==> src/rtl/reg_file.sv <==
// rtl/reg_file.sv - 32x32 MIPS register file: two combinational read ports, one synchronous write port
module reg_file #(
  parameter int DATA_WIDTH = 32,
  parameter int ADDR_WIDTH = 5
) (
  input  logic                  clk,
  input  logic                  reset,
  input  logic [ADDR_WIDTH-1:0] A1,
  input  logic [ADDR_WIDTH-1:0] A2,
  input  logic [ADDR_WIDTH-1:0] A3,
  input  logic                  WE3,
  input  logic [DATA_WIDTH-1:0] WD3,
  output logic [DATA_WIDTH-1:0] RD1,
  output logic [DATA_WIDTH-1:0] RD2
);

  localparam int NUM_REGS = 1 << ADDR_WIDTH;

  logic [DATA_WIDTH-1:0] regs_q [NUM_REGS];
  logic                  wr_en;

  // $zero is never stored to, so its slot stays at the reset value of 0.
  assign wr_en = WE3 && (A3 != '0);

  always_ff @(posedge clk) begin
    if (reset) begin
      for (int i = 0; i < NUM_REGS; i++) begin
        regs_q[i] <= '0;
      end
    end else if (wr_en) begin
      regs_q[A3] <= WD3;
    end
  end

  // No write-through: a same-cycle write becomes visible only after the edge.
  assign RD1 = (A1 == '0) ? '0 : regs_q[A1];
  assign RD2 = (A2 == '0) ? '0 : regs_q[A2];

endmodule

==> config.mk <==
export PLATFORM = sky130hd
export DESIGN_NAME = reg_file
export DESIGN_NICKNAME = d
export VERILOG_FILES = /design/src/rtl/reg_file.sv
export SDC_FILE = /design/constraint.sdc
export NUM_CORES = 2
export LEC_CHECK = 0
export ABC_CLOCK_PERIOD_IN_PS = 3900
export CORE_MARGIN = 1.5
export CORE_UTILIZATION = 59
export CTS_BUF_LIST = sky130_fd_sc_hd__clkbuf_8
export DETAILED_ROUTE_END_ITERATION = 16
export PLACE_DENSITY = 0.77
export SLEW_MARGIN = 20
export SYNTH_ARGS = -nofsm -noshare
export SYNTH_HDL_FRONTEND = slang
export SYNTH_SLANG_ARGS = --single-unit
==> constraint.sdc <==
create_clock -name clk -period 3.9 [get_ports clk]
set_input_delay 1.17 -clock clk [delete_from_list [all_inputs] [get_ports clk]]
set_output_delay 1.17 -clock clk [all_outputs]
set_load 0.03 [all_outputs]
==> parameters.txt <==
Parameter                              Value

Run status
  Status    finished with violations
  Violated checks    setup timing

Global routing
  Pin count of the biggest net entering global routing    40
  Overall overflow remaining after global route    0
  Overall fraction of global-route tracks in use    0.4104
  Antenna violations before repair    12
  Vias in the first global route    38,172
  Global-route wire length before repair    269,300 um

Placement
  Global placement routability congestion    0.9493
  HPWL after detailed placement    117,200 um
  Number of port buffers    113

STA
  Final critical-path share of the clock period    1.127
  Max Fclk    0.2276 GHz
  Setup repair after global routing missed its margin    true
  Worst Max-Slew Pin Slew    1177 ps
  Slew Limit Fails    0
  Minimum setup slack in the final design    -494.1 ps
  Relative slew margins    0.2128
  Worst Hold Margin    931.7 ps
  Final setup TNS    -24,670 ps
  Final Hold Viols    0
  # setup viols final    64
  Crit path time final    4394 ps

Worst setup path
  Kind of critical path    in2out
  Critical Path Source Type    input port
  Worst Path Max Fanout    6
  Kind of end point of the critical path    output pin
  Worst EP arrival    3220 ps
  Worst endpoint required time    2730 ps

Synth
  Dominant synthesized flop cell    edfxtp_1
  Syn Inst Count    3,502
  Leading cell types by total area after synthesis    edfxtp_1 (57%), mux4_2 (20%), and2_1 (11%), mux2i_1 (2.8%), clkbuf_1 (1.9%)
  Synth warnings    0
  Number of synthesized flops with an enable pin    1,024
  Syn_area_per_cell    15.49 um^2
  Share of the yosys chip area belonging to registers    0.5670
  Post-synth top area share    0.5670
  Largest area contributor in the synthesized netlist    edfxtp_1
  Fraction of registers with async set/reset    0
  Count of distinct cell types in the synthesized netlist    42
  Seq cells post-synth    1,024
  Ranking of synthesized cells by instance count    edfxtp_1 (1,024), and2_1 (995), mux4_2 (472)
  Most used standard cell by instance count after synthesis    edfxtp_1
  Cell area after synthesis    54,230 um^2

Drt
  Final routed DRC violation total    0
  Vias per inst    7.149
  Routed length per placed instance    36.24 um
  Wirelength, routed    191,000 um
  Detailed Route Iter0 Violations    5,828
  Routed via count    37,681
  Number of nets with antenna violations after routing    0
  Iteration count of the initial detailed-routing pass    8

Final layout
  Count of nets after finishing    4,001
  Area growth from synthesis to final layout    26.02%
  Filler cells    5,240
  Final core utilization    0.7479
  Flip-flop count of the largest register, all copies and words added    1,024
  Fraction of layout cells with a size suffix above 1    0.4015
  Largest registers    regs_q: 1024 flops
  Register name with the most flops    regs_q

Die
  Die area    93,750 um^2
  Standard-cell row count    111
  I/O pin count    114
  Die Span Y    306.2 um
  Initial core utilization    0.5934
  Die X-Extent    306.2 um
  Area of the core region    91,390 um^2

Clocking
  Count of hold buffers inserted by post-cts repair    0
  Clk slew on worst S/H paths    60 ps
  Num CTS Buffers    170
  Maximum clock insertion buffer count    3
  Number of levels the H-tree was split into    4
  TritonCTS clock tree    built
  Root cell of the clock tree    clkbuf_8
  Sinks on Clock Net    1,024

Power and ir drop
  Power density over the cells    394.0 nW/um^2
  Static Leakage    24.42 nW
  VDD IR-drop max    0.3454 mV

Min path
  Type of the tightest min-delay check    in2reg

Flow run
  Number of max-cap violations    0
-- kinds of logic (layout without fill, tap and decap cells) --
| logic type | Yosys count | in the layout | synth area share |
|---|---|---|---|
| DFF | 1024 | 1024 | 0.5670 |
| other | 1 | 35 | 0.00006915 |
| AOI/OAI and AO/OA | 259 | 259 | 0.03652 |
| muxes | 652 | 652 | 0.2299 |
| buffers and inverters | 389 | 938 | 0.03313 |
| and+or+nand+nor | 1177 | 1177 | 0.1334 |
-- worst max-delay path, cell delays in order --
cell	delay [ps]
buf_16	140
buf_16	150
buf_12	130
buf_12	130
mux4_2	530
a22o_1	250
a2111oi_4	410
nor3_4	120
buf_6	170
-- layout make-up --
cell class	count	area, um^2	share of cell area
multi-input combinational	2120	24690	0.3613
clock buffer	179	2464	0.03605
tap	1186	1484	0.02171
antenna	3	7.507	0.0001098
inverter	2	7.507	0.0001098
sequential	1024	30750	0.4499
timing repair buffer	633	8322	0.1218
clock inverter	124	615.6	0.009007
-- repair_timing --
action,CTS,global route
hold endpoints to repair,0,0
gates cloned,34,3
resized for setup,265,67
buffers inserted,88,27
endpoints found under the setup margin,64,64
pin swaps,101,81
-- layout by cell type, fill, tap and decap left out, types with 51 or more instances in the layout --
cell and instances:
mux4_2 472, mux2i_1 137, and2_1 993, edfxtp_1 1024, buf_4 272, buf_12 154
buf_6 92, clkbuf_8 179, nor3_4 51, a2111oi_4 55
-- through the flow --
stage	worst slack, ps	cells	instance area, um^2	total power, mW
floorplan	-106.5	3533	56730	15.69
global placement	-1110	4836	61890	17.37
detailed placement	-1102	4836	61880	17.51
CTS	-513.2	5253	68020	26.72
global route	-494.1	5271	68340	27.50
finish	-494.1	5271	68340	26.93
-- per-layer routing --
metal  GRT usage  wire length (um)  share of wire
met1      0.5266             63210           0.33
met2      0.6368             88810           0.46
met3      0.1023             25060           0.13
met4      0.2521             13870          0.073
met5           0                81        0.00042
-- worst paths after layout --
check	start	to	depth (start not counted)	slack (ps)
max	A2[0]	RD2[15]	9	-490
min	reset	regs_q[0][28]	2	930
-- power by group --
part	switching [mW]	internal, mW	leakage (nW)
Combinational	2.57	2.34	12.9
Sequential	0.356	12.7	9.75
Clock	4.46	4.48	1.75
Total	7.39	19.5	24.4
Power figures use the tool's default switching activity.
